===== src/rtl/reg_hex_scanner.sv =====
// Purpose: snapshots the core's register view on FRAME_START and streams it out as ASCII hex text, one register per row.
// Latency: first character is valid the cycle after the FRAME_START edge; one character per cycle after that; DONE one cycle after the last transfer.
// Backpressure: CH_VALID/CH_READY handshake. CH_CODE/CH_ROW/CH_COL are registered and hold while CH_READY=0.
//
// Ports:
//   CLK, RST (async active-low)
//   REGS        flattened register view, R1 = [31:0] ... R<NREGS> = top word
//   FRAME_START one-cycle scan request, honoured only when idle
//   CH_VALID/CH_READY/CH_CODE/CH_ROW/CH_COL  character stream to the text writer
//   BUSY        high while a scan is in progress, including the final DONE cycle
//   DONE        one-cycle pulse after the last transfer
// Build option: define REG_SCAN_LABEL_EN to prefix each row with "NN:" (register
// number, two decimal digits, colon); hex digits then occupy cols 3..10.

module reg_hex_scanner #(
    parameter int NREGS = 32,
    parameter bit UPPER = 1'b1
) (
    input  logic                 CLK,
    input  logic                 RST,
    input  logic [32*NREGS-1:0]  REGS,
    input  logic                 FRAME_START,
    output logic                 CH_VALID,
    input  logic                 CH_READY,
    output logic [7:0]           CH_CODE,
    output logic [4:0]           CH_ROW,
    output logic [3:0]           CH_COL,
    output logic                 BUSY,
    output logic                 DONE
);

`ifdef REG_SCAN_LABEL_EN
    localparam int HEX0 = 3;
`else
    localparam int HEX0 = 0;
`endif

    localparam logic [3:0] LAST_COL = 4'(HEX0 + 7);
    localparam logic [4:0] LAST_ROW = 5'(NREGS - 1);

    localparam logic [1:0] S_IDLE = 2'd0;
    localparam logic [1:0] S_EMIT = 2'd1;
    localparam logic [1:0] S_FIN  = 2'd2;

    logic [1:0]          state;
    logic [32*NREGS-1:0] snap;
    logic [4:0]          row_q;
    logic [3:0]          col_q;
    logic [7:0]          code_q;

    logic [4:0]          row_nxt;
    logic [3:0]          col_nxt;
    logic                last_xfer;
    logic [31:0]         word_nxt;

    function automatic logic [7:0] hex_char(input logic [3:0] nib);
        // 0x37 + 10 = 'A', 0x57 + 10 = 'a'
        if (nib < 4'd10)
            return 8'h30 + {4'h0, nib};
        else
            return (UPPER ? 8'h37 : 8'h57) + {4'h0, nib};
    endfunction

    function automatic logic [7:0] char_at(input logic [31:0] word,
                                           input logic [4:0]  row,
                                           input logic [3:0]  col);
`ifdef REG_SCAN_LABEL_EN
        logic [5:0]  num;
`endif
        logic [3:0]  k;
        logic [31:0] sh;
`ifdef REG_SCAN_LABEL_EN
        // Rows are labelled with the 1-based register number.
        num = {1'b0, row} + 6'd1;
        if (col == 4'd0) return 8'h30 + {2'b00, num / 6'd10};
        if (col == 4'd1) return 8'h30 + {2'b00, num % 6'd10};
        if (col == 4'd2) return 8'h3A;
`endif
        // Hex digit k is nibble [31-4k -: 4]: most significant nibble first.
        k  = col - 4'(HEX0);
        sh = word >> (5'd28 - {k[2:0], 2'b00});
        return hex_char(sh[3:0]);
    endfunction

    always_comb begin
        col_nxt   = col_q + 4'd1;
        row_nxt   = row_q;
        if (col_q == LAST_COL) begin
            col_nxt = 4'd0;
            row_nxt = row_q + 5'd1;
        end
        last_xfer = (col_q == LAST_COL) && (row_q == LAST_ROW);
        // Out of range only on the last transfer, where the result is unused.
        word_nxt  = snap[{row_nxt, 5'b00000} +: 32];
    end

    always_ff @(posedge CLK or negedge RST) begin
        if (!RST) begin
            state  <= S_IDLE;
            snap   <= '0;
            row_q  <= '0;
            col_q  <= '0;
            code_q <= '0;
        end else begin
            case (state)
                S_IDLE: begin
                    if (FRAME_START) begin
                        state  <= S_EMIT;
                        snap   <= REGS;
                        row_q  <= '0;
                        col_q  <= '0;
                        // Snapshot is loading on this same edge, so the first
                        // character comes straight from REGS to avoid a bubble.
                        code_q <= char_at(REGS[31:0], 5'd0, 4'd0);
                    end
                end
                S_EMIT: begin
                    if (CH_READY) begin
                        if (last_xfer) begin
                            state  <= S_FIN;
                            row_q  <= '0;
                            col_q  <= '0;
                            code_q <= '0;
                        end else begin
                            row_q  <= row_nxt;
                            col_q  <= col_nxt;
                            code_q <= char_at(word_nxt, row_nxt, col_nxt);
                        end
                    end
                end
                S_FIN:   state <= S_IDLE;
                default: state <= S_IDLE;
            endcase
        end
    end

    // Row/col/code are zeroed whenever EMIT is left, so they read 0 outside it.
    assign CH_VALID = (state == S_EMIT);
    assign BUSY     = (state == S_EMIT) || (state == S_FIN);
    assign DONE     = (state == S_FIN);
    assign CH_CODE  = code_q;
    assign CH_ROW   = row_q;
    assign CH_COL   = col_q;

endmodule


===== config.mk =====
export PLATFORM = sky130hd
export DESIGN_NAME = reg_hex_scanner
export DESIGN_NICKNAME = d
export VERILOG_FILES = /design/src/rtl/reg_hex_scanner.sv
export SDC_FILE = /design/constraint.sdc
export NUM_CORES = 2
export LEC_CHECK = 0
export ABC_AREA = 1
export CORE_AREA = 4 4 410 412
export CTS_CLUSTER_DIAMETER = 30
export CTS_CLUSTER_SIZE = 24
export DETAILED_ROUTE_END_ITERATION = 12
export DIE_AREA = 0 0 414 416
export SYNTH_ARGS = -nofsm -noshare
export SYNTH_HDL_FRONTEND = slang
export SYNTH_SLANG_ARGS = --single-unit
export TNS_END_PERCENT = 30

===== constraint.sdc =====
create_clock -name CLK -period 3.73 [get_ports CLK]
set_clock_uncertainty 0.15 [all_clocks]
set_input_delay 1.119 -clock CLK [delete_from_list [all_inputs] [get_ports CLK]]
set_output_delay 1.119 -clock CLK [all_outputs]
set_load 0.02 [all_outputs]

==> summary.txt <==
Floorplan
  • Initial Util: 0.304
  • FP Rows: 149
  • Die Area: 172,000 um^2
  • Die Y: 416 um
  • DIE WIDTH: 414 um
  • Core Area: 164,000 um^2
  • IO Count: 1,048

Power and ir drop
  • Leak: 36.8 nW
  • Peak supply drop: 0.442 mV
  • Cell area power density: 831 nW/um^2
  • Tot Pwr: 63.8 mW

GRT
  • First-pass GRT wire length: 348,000 um
  • Largest net degree at the start of global routing: 231
  • Initial antenna violation count: 70
  • Gr usage total: 0.270
  • Total gr overflow: 0
  • Number of global-route vias before repair: 52,400

Placement
  • Placed cell count: 9,682
  • Dpl hpwl: 179,000 um
  • GP Congestion: 0.943
  • Pre-CTS setup slack: -0.183 ns
  • Port Buffers: 1,046

Setup path
  • Startpoint Class: flip-flop
  • Critical Path AT: 2.40 ns
  • Crit Path Class: flip-flop to primary output
  • WP data required: 2.46 ns
  • Crit Path Max Fanout: 4
  • Crit end category: primary output

Timing
  • Hold_ws: 0.0442 ns
  • Minimum clock period: 3.67 ns
  • Max Slew Vio Count: 0
  • Fmax achieved: 273 MHz
  • Final Setup Violations: 0
  • Slew margin rel.: 0.139
  • Setup TNS: 0 ns
  • Slew @ Worst Pin: 1.29 ns
  • Final WS setup: 0.0624 ns
  • Final Hold Violating Endpoints: 0
  • RSZ-0062 raised after global routing: yes
  • Final Cycle Share: 0.983

Status
  • Outcome: complete, no violations

Routing
  • Starting DRT DRC Count: 5,631
  • Routed WL: 252,000 um
  • Number of remaining DRC errors: 0
  • Vias per inst: 5.04
  • Antenna Nets Post-Route: 0
  • Total number of vias: 52,000
  • DR pass1 iterations: 7
  • DR WL/cell: 24.4 um

Yosys
  • Post-synthesis register bit count: 1,042
  • Post-synthesis sequential area ratio: 0.521
  • Synth top area share: 0.521
  • Synth Area in Simple Gates: 0.322
  • YS warnings: 0
  • Largest family of logic cells by synthesized area: simple AND/OR/NAND/NOR gates
  • Avg Cell Area, Syn: 7.52 um^2
  • Compound-Gate Fraction of Synth Area: 0.0796
  • Mapped Area: 50,000 um^2
  • Mux share of post-synthesis cell area: 0.000400
  • Post-Syn Instances: 6,650
  • Synth area leader: dfrtp_1
  • Top post-synthesis cells by area: dfrtp_1, nand2_1, nand3_1
  • Total nets after synthesis: 7,687
  • Synth Area in XOR/XNOR: 0.00103
  • Netlist cell types: 36
  • Adder-Cell Fraction of Synth Area: 0.00225

Worst hold path
  • Hold/Removal Path Class: primary input to async pin

CTS
  • CTS buffer count: 300
  • CTS Buffer Depth: 4
  • CTS tree: built
  • Root Driver: clkbuf_16
  • Hold_buf cts: 0
  • Clock Sinks: 1,042
  • Clock H-tree levels: 5
  • Clk_lat worst skew: 0.88 ns
  • CTS clk-pin slew, worst paths: 0.05 ns

Cells and area
  • P&R area growth vs syn: 53.5%
  • Fillers: 15,900
  • Area taken by multi-input logic gates: 21,000 um^2
  • Non-Filler Instances: 10,300
  • Area occupied by registers: 26,100 um^2
  • Fin nets: 8,908
  • Share of post-route cells with drive strength above 1: 0.116

Run
  • Max Cap Viol: 0
-- flip-flops by register name, summed over array words and instances (netlist names) --
| signal | flops |
|---|---|
| snap | 1024 |
| CH_ROW | 5 |
| state | 2 |
| CH_CODE | 7 |
| CH_COL | 4 |
-- metrics by stage --
stage / cell area [um^2] / util
CTS: 74900 / 0.456
global placement: 64500 / 0.392
floorplan: 50000 / -
finish: 76800 / 0.467
global route: 76800 / 0.467
detailed placement: 64500 / 0.392
-- final cells by class --
type                    instances  area share
diodes                         38     0.00124
clock buffers                 396       0.110
clock inverters               121      0.0208
inverters                     449      0.0226
multi-input cells            4693       0.273
flip-flops and latches       1042       0.340
well taps                    2189      0.0357
repair buffers               1383       0.197
repair inverters                2    0.000293
-- cells by family after synthesis --
family                   after synthesis
XOR/XNOR                               5
other                                  1
flip-flops                          1042
AND/OR/NAND/NOR                     3932
adder cells (fa/ha/maj)                9
multiplexers                           2
buffers and inverters                916
AO/OA/AOI/OAI                        743
-- timing repair --
action                     CTS  global route
setup endpoints to repair    8             7
hold endpoints to repair     0             0
cloned                       6            28
buffers inserted             3            42
resized for setup           47           163
pin swaps                    7            47
-- layout by cell type, fill, tap and decap left out, types with 59 or more instances in the layout --
master / netlist / layout
nand2_1: 2875 / 2864
clkdlybuf4s50_1: 0 / 1044
dfrtp_1: 1042 / 1042
nand3_1: 858 / 787
o21ai_0: 541 / 527
inv_1: 440 / 437
clkbuf_16: 0 / 327
buf_4: 6 / 169
nor2_1: 124 / 122
buf_12: 0 / 90
o211ai_1: 67 / 67
nand3_2: 1 / 65
nand3b_1: 63 / 63
o21ai_1: 49 / 59
-- where the power goes --
group / switching [mW] / internal (mW) / leakage, nW
registers: 2.74 / 16.7 / 12.9
clock network: 7.45 / 18.0 / 4.91
logic: 11.8 / 7.18 / 19.0
-- layer usage --
layer,GRT usage,up-vias,wire length (um),part of all wire
met5,0,-,179,0.00071
met3,0.0683,578,20400,0.081
li1,-,23700,-,-
met4,0.148,30,13400,0.053
met1,0.336,25200,99700,0.40
met2,0.431,2484,118000,0.47
-- cells in the mapped netlist (all sizes together) --
cell type,number
nand2,2879
clkinv,2
nand4,1
inv,447
mux2i,2
a31oi,1
o22ai,54
nand3,859
o221ai,1
o21ai,592
clkbuf,307
a2bb2oi,1
xor2,5
or2,4
o211ai,67
nor2,125
nand3b,63
nor3,1
o41ai,1
ha,9
a21oi,24
dfrtp,1042
o31ai,1
o21bai,1
buf,160
conb,1
-- worst max-delay path: stages (launching register included) --
cell             delay (ns)
dfrtp_1                0.52
buf_4                  0.22
clkdlybuf4s50_1        0.78
-- final timing paths --
kind | start | end | slack [ns] | cells past startpoint
max reg2reg | CH_COL[1] | CH_CODE[3] | 0.07 | 20
max in group asynchronous | RST | snap[689] | 2.13 | 2
min | RST | snap[411] | 0.04 | 1
min reg2reg | snap[689] | snap[689] | 0.32 | 2
max | CH_COL[2] | CH_COL[2] | 0.06 | 2
min in group CLK | snap[689] | snap[689] | 0.32 | 2
Note: power is estimated with default switching activity, not from simulation.
